### src/rtl/bbus_dump_ctrl.sv
// bbus_dump_ctrl: debug snapshot controller for the B-bus source demux.
// On request it stalls the CPU at an instruction boundary and takes over the
// demux select. It walks sources 1..12 and streams 0xA5 followed by each
// 16-bit word (high byte first) on a valid/ready byte port.
//
// Ports:
//   clk, rst    - clock (rising edge), asynchronous active-high reset
//   dump_req    - start request, sampled in IDLE only
//   cpu_bflag   - demux select from the control unit (passthrough source)
//   cpu_idle    - CPU at an instruction boundary, bus safe to take
//   cpu_hold    - stall to the control unit
//   bflag       - select to the B-bus demux (combinational mux)
//   B_bus       - demux output, combinational from bflag
//   tx_data     - byte to transmitter
//   tx_valid    - byte valid
//   tx_ready    - transmitter accepts byte
//   busy        - high in every state except IDLE
//   done        - one-cycle pulse when the dump completes
module bbus_dump_ctrl (
    input  logic        clk,
    input  logic        rst,
    input  logic        dump_req,
    input  logic [3:0]  cpu_bflag,
    input  logic        cpu_idle,
    output logic        cpu_hold,
    output logic [3:0]  bflag,
    input  logic [15:0] B_bus,
    output logic [7:0]  tx_data,
    output logic        tx_valid,
    input  logic        tx_ready,
    output logic        busy,
    output logic        done
);

    localparam int unsigned SEL_W  = 4;
    localparam int unsigned WORD_W = 16;
    localparam int unsigned BYTE_W = 8;

    localparam logic [SEL_W-1:0]  LAST_SRC = SEL_W'(12);
    localparam logic [BYTE_W-1:0] HDR_BYTE = BYTE_W'(8'hA5);

    localparam logic [2:0] S_IDLE = 3'd0;
    localparam logic [2:0] S_WAIT = 3'd1;
    localparam logic [2:0] S_HDR  = 3'd2;
    localparam logic [2:0] S_CAP  = 3'd3;
    localparam logic [2:0] S_HI   = 3'd4;
    localparam logic [2:0] S_LO   = 3'd5;
    localparam logic [2:0] S_DONE = 3'd6;

    logic [2:0]        state;
    logic [2:0]        state_next;
    logic [SEL_W-1:0]  idx;
    logic [SEL_W-1:0]  idx_next;
    logic [WORD_W-1:0] word;
    logic [WORD_W-1:0] word_next;
    logic              own;
    logic              own_next;
    logic [BYTE_W-1:0] tx_data_next;
    logic              tx_valid_next;
    logic              cpu_hold_next;
    logic              busy_next;
    logic              done_next;

    // Demux select: our walk index while we own the bus, CPU select otherwise.
    assign bflag = own ? idx : cpu_bflag;

    // State and registered outputs.
    always_ff @(posedge clk or posedge rst) begin
        if (rst) begin
            state    <= S_IDLE;
            idx      <= '0;
            word     <= '0;
            own      <= 1'b0;
            tx_data  <= '0;
            tx_valid <= 1'b0;
            cpu_hold <= 1'b0;
            busy     <= 1'b0;
            done     <= 1'b0;
        end else begin
            state    <= state_next;
            idx      <= idx_next;
            word     <= word_next;
            own      <= own_next;
            tx_data  <= tx_data_next;
            tx_valid <= tx_valid_next;
            cpu_hold <= cpu_hold_next;
            busy     <= busy_next;
            done     <= done_next;
        end
    end

    // Next state, datapath updates and next values of the registered outputs.
    always_comb begin
        state_next    = state;
        idx_next      = idx;
        word_next     = word;
        own_next      = 1'b0;
        tx_data_next  = tx_data;
        tx_valid_next = 1'b0;
        cpu_hold_next = 1'b0;
        busy_next     = 1'b0;
        done_next     = 1'b0;

        case (state)
            S_IDLE: begin
                if (dump_req) begin
                    state_next = S_WAIT;
                end
            end
            S_WAIT: begin
                if (cpu_idle) begin
                    state_next = S_HDR;
                end
            end
            S_HDR: begin
                if (tx_ready) begin
                    idx_next   = SEL_W'(1);
                    state_next = S_CAP;
                end
            end
            S_CAP: begin
                // bflag has been stable on idx for a full cycle; B_bus has settled.
                word_next  = B_bus;
                state_next = S_HI;
            end
            S_HI: begin
                if (tx_ready) begin
                    state_next = S_LO;
                end
            end
            S_LO: begin
                if (tx_ready) begin
                    if (idx == LAST_SRC) begin
                        state_next = S_DONE;
                    end else begin
                        idx_next   = idx + SEL_W'(1);
                        state_next = S_CAP;
                    end
                end
            end
            S_DONE: begin
                state_next = S_IDLE;
            end
            default: begin
                state_next = S_IDLE;
            end
        endcase

        // Outputs are decoded from the upcoming state so they register in
        // step with it; tx_data is held when the byte is not being replaced,
        // which keeps it stable through a stall.
        case (state_next)
            S_HDR: begin
                tx_data_next  = HDR_BYTE;
                tx_valid_next = 1'b1;
            end
            S_HI: begin
                tx_data_next  = word_next[15:8];
                tx_valid_next = 1'b1;
            end
            S_LO: begin
                tx_data_next  = word_next[7:0];
                tx_valid_next = 1'b1;
            end
            default: begin
                tx_valid_next = 1'b0;
            end
        endcase

        own_next      = (state_next == S_HDR) || (state_next == S_CAP) ||
                        (state_next == S_HI)  || (state_next == S_LO);
        cpu_hold_next = own_next || (state_next == S_WAIT);
        busy_next     = (state_next != S_IDLE);
        done_next     = (state_next == S_DONE);
    end

endmodule
### config.mk
export PLATFORM = sky130hd
export DESIGN_NAME = bbus_dump_ctrl
export DESIGN_NICKNAME = d
export VERILOG_FILES = /design/src/rtl/bbus_dump_ctrl.sv
export SDC_FILE = /design/constraint.sdc
export NUM_CORES = 1
export LEC_CHECK = 0
export BUFFER_PORTS_ARGS = -buffer_cell sky130_fd_sc_hd__buf_2
export CAP_MARGIN = 20
export CORE_MARGIN = 4
export CORE_UTILIZATION = 35
export DETAILED_ROUTE_END_ITERATION = 6
export PLACE_DENSITY_LB_ADDON = 0.15
export SETUP_SLACK_MARGIN = 0.1
export SYNTH_ARGS = -nofsm -noshare
export SYNTH_HDL_FRONTEND = slang
export SYNTH_SLANG_ARGS = --single-unit
### constraint.sdc
create_clock -name clk -period 1.9 [get_ports clk]
set_input_delay 0.285 -clock clk [delete_from_list [all_inputs] [get_ports clk]]
set_output_delay 0.285 -clock clk [all_outputs]
set_load 0.02 [all_outputs]
# Word-level counts from Yosys, hierarchy flattened
# Cells that the tools add are included.
# totals
out_inout_bits	16
word_cells	50
input_bits	25
register_bits	36
# op_classes
mux	15
reduce_logical	10
addsub	1
eq_ne	15
# ops
op	count
$pmux W8 S3	1
$mux W3	6
$pmux W3 S6	1
$mux W16	1
$mux W4	4
$eq A3 B3 Y1 const B	5
$eq A3 B2 Y1 const B	4
$pmux W4 S2	1
$eq A3 B1 Y1 const B	2
$ne A2 B2 Y1 const B	3
$reduce_bool A3 Y1	2
$add A4 B1 Y4 const B	1
$eq A4 B4 Y1 const B	1
$logic_or A1 B1 Y1	4
$reduce_and A4 Y1	1
$logic_not A3 Y1	1
$reduce_or A3 Y1	1
$reduce_bool A2 Y1	1
$mux W1	1

# Depth between registers and ports, before layout
# depth
word_depth	9
mapped_depth	8
depth_no_buf	7

# Least setup slack after synthesis
# OpenSTA, ideal clock, no wires.
# synth_timing
path_kind	flip-flop to flip-flop
start	register idx[0]
end	register tx_data[0]
setup_time_ns	0.131
n_path_buf	1
stages_incl_launch_ff	9
setup_slack_ns	0.106
arrival_time_ns	1.663
synth_period_minus_slack_ns	1.794
path_cell_list	dfrtp_1 -> inv_1 -> ha_1 -> and3_1 -> a311o_1 -> o21ai_2 -> buf_6 -> mux2i_1 -> o211ai_1
# synth_between
elab_chain_cells	6
# synth_rtl
element	line	source
start, declared	52	logic [SEL_W-1:0] idx;
start signal, assigned	81	idx <= idx_next;
$eq A4 B4 Y1 *	133	if (idx == LAST_SRC) begin
$mux W3 *	133	
$mux W3 *	132	if (tx_ready) begin
$pmux W3 S6 *	104	case (state)
net state_next[0]	51	logic [2:0] state_next;
$eq A3 B3 Y1 or $eq A3 B2 Y1 (tied branches)	152	case (state_next)
$pmux W8 S3 or $reduce_bool A3 Y1 (tied branches)	-	
end signal, assigned	84	tx_data <= tx_data_next;
end, declared	28	output logic [7:0] tx_data,
# Mark *: on every way through the listed nets, which the timed path passes. The rest lies on a longest branch.
# A chain may end at the register's enable or synchronous reset.

# Final worst setup path
# layout_timing
start	register idx[1]
end	register tx_data[1]
# layout_between
elab_chain_cells	6
# layout_rtl
element	line
$eq A4 B4 Y1 *	133
$mux W3 *	133
$mux W3 *	132
$pmux W3 S6 *	104
$eq A3 B3 Y1 or $eq A3 B2 Y1 (tied branches)	152
$pmux W8 S3 or $reduce_bool A3 Y1 (tied branches)	-
# Mark *: on every way between the ends. The rest lies on a longest branch, timed or not.

==> impl_results.md <==
* Clk slew on worst S/H paths at 0.07 ns
* Residual DRC count at 0
* Tmin final at 1.77 ns
* Worst r2r src: idx[1]
* Syn Std Cell Area at 1680 µm²
* Sequential area share after synthesis at 53.8%
* Setup CP Type: register to register
* Final Hold Fails at 0
* Worst-path fanout max at 5
* DIE AREA at 5960 µm²
* Largest cells by area after synthesis: dfrtp_1, mux2_4, mux2_2
* WP data required at 2.05 ns
* Vias per cell at 4.93
* Die width at 77.2 µm
* Nets@finish at 209
* Filler cell count at 424
* Vias in the first global route at 1,275
* Post-synth top cells: dfrtp_1, nand2_1, mux2_2, mux2_4, mux2i_1
* Synth top area share at 53.8%
* Fin Setup TNS at 0 ns
* Synthesis-to-layout area growth at 29.9%
* CTS Hold Bufs at 0
* Detailed-route wire length per cell at 14.2 µm
* Dominant synthesized flop cell: dfrtp_1
* Clk_skew at 0.00550 ns
* Synthesized Nets at 154
* DP Worst Slack at 0.0521 ns
* Final antenna-violating net count at 0
* FF+latch area at 901 µm²
* Total routed wirelength at 3350 µm
* DP HPWL at 2400 µm
* GRT Total Usage at 12.1%
* Antenna cells at 0
* Root Driver: clkbuf_8
* Input/output buffers at 40
* Multi-input gate area at 744 µm²
* Yosys warns at 0
* DR iter-0 viols at 70
* CP arrival at 1.92 ns
* Yosys reg bits at 36
* Worst setup path start: idx[1]
* Final Cycle Share at 93.1%
* Avg Cell Area, Syn at 13.2 µm²
* Clock buffer depth at 2
* Worst slew margin at 58.3%
* Top-count cell post-synth: dfrtp_1
* PnR worst setup slack at 0.131 ns
* Status: finished clean
* CP startpoint kind: register
* Routed via count at 1,158
* CTS sink cnt at 36
* Overflow after GRT at 0
* Initial antenna violation count at 0
* EDFF count, synth at 0
* Peak VDD IR at 655 µV
* Largest net degree at the start of global routing at 37
* # setup viols final at 0
* Cell Rows at 24
* PD cells at 1780 nW/µm²
* Initial Util at 37.2%
* Layout cells sized above 1 at 50.3%
* Die Span Y at 77.2 µm
* Synth cell types at 36
* Ys async rst share at 100%
* Pre-antenna DRT Iters at 4
* TritonCTS Buffers at 5
* Leading area contributor after synthesis: dfrtp_1
* Worst-Margin Slew at 0.617 ns
* Cell count after synthesis at 127
* H-tree depth at 2
* Fmax at 565 MHz
* Slew Viols, Final at 0
* Max Cap Violations at 0
* Clock Latency Late Sink at 0.28 ns
* RSZ-0062 raised after global routing: yes
* Io pins at 41
* Worst Hold Class: input port to asynchronous set/reset pin
* P_leak at 1.09 nW
* First-pass GRT wire length at 5710 µm
* TritonCTS clock tree: yes
* Worst Setup End Kind: register
* Final Wtd Congestion at 0.709
* Core area at 4500 µm²
==> critical path: stages (launching register included) <==
cell and delay, ns:
dfrtp_1 0.36, inv_2 0.04, ha_2 0.15, and3_4 0.17, a311o_1 0.34, o21ai_4 0.12
buf_12 0.16, mux2i_2 0.19, o22ai_1 0.11
==> area by class of cell <==
type,count,area share [%]
flip-flops and latches,36,41.4
well taps,52,2.99
clock inverters,1,1.38
clock buffers,7,4.43
multi-input cells,83,34.2
inverters,3,0.518
repair buffers,53,15.1
==> sequential cells by signal, summed over array words and instances (netlist names) <==
name / count
state: 3
own: 1
tx_valid: 1
tx_data: 8
word: 16
done: 1
idx: 4
busy: 1
cpu_hold: 1
==> per-stage QoR <==
stage                     cell area [µm²]  instances  total power [mW]  utilization, %  hold slack [ns]
final                                2180        235              3.88            48.3           0.0932
after global routing                 2180        235              4.15            48.3            0.141
after CTS                            2170        235              3.94            48.2            0.104
after detailed placement             1970        222              3.04            43.8            0.418
after global placement               1970        222              2.99            43.8            0.405
after floorplan                      1680        127              2.57               -            0.443
==> layer usage <==
layer,global-route usage [%],wire length [µm],part of all wire [%]
met1,13.4,1390,42
met2,21.2,1720,51
met3,3.98,186,5.6
met4,4.80,53,1.6
met5,0,0,0
==> cell usage in the layout, fill, tap and decap left out, types with 2 or more instances in the layout <==
| cell type | n |
|---|---|
| nand2_1 | 13 |
| dfrtp_1 | 36 |
| o22ai_1 | 4 |
| nor2b_1 | 2 |
| mux2_2 | 10 |
| buf_2 | 40 |
| mux2i_1 | 8 |
| o211ai_1 | 4 |
| clkbuf_8 | 7 |
| inv_1 | 2 |
| mux2_4 | 10 |
| a21oi_1 | 2 |
| nand3b_1 | 2 |
| buf_4 | 11 |
| nor2_1 | 4 |
| xor2_1 | 2 |
==> path summary, 6_finish.rpt <==
path,cells after the start,end,slack [ns]
max,8,tx_data[1],0.13
min,3,word[12],0.09
max reg2reg,8,tx_data[1],0.13
min reg2reg,1,word[6],0.50
max in group asynchronous,3,tx_data[7],1.48
min in group clk,2,word[6],0.24
==> where the power goes <==
part           switching, mW  internal [mW]
Clock                  0.259          0.463
Combinational          0.868          0.967
Sequential             0.200           1.12
==> cell families (layout without fill, tap and decap cells) <==
family                   count (synthesis)  in the layout  synth area share [%]
flip-flops                              36             36                  53.8
AND/OR/NAND/NOR                         35             35                  12.5
multiplexers                            29             29                  21.1
AO/OA/AOI/OAI                           15             15                  7.02
buffers and inverters                    8             64                  3.06
adder cells (fa/ha/maj)                  2              2                  1.49
XOR/XNOR                                 2              2                  1.05
==> repair_timing <==
item                                    4_1_cts  5_1_grt
resized for setup                             4        4
gates cloned                                  1        0
endpoints found under the setup margin        8       10
setup buffers                                 4        0
pin swaps                                     2        1
Power figures use the tool's default switching activity.
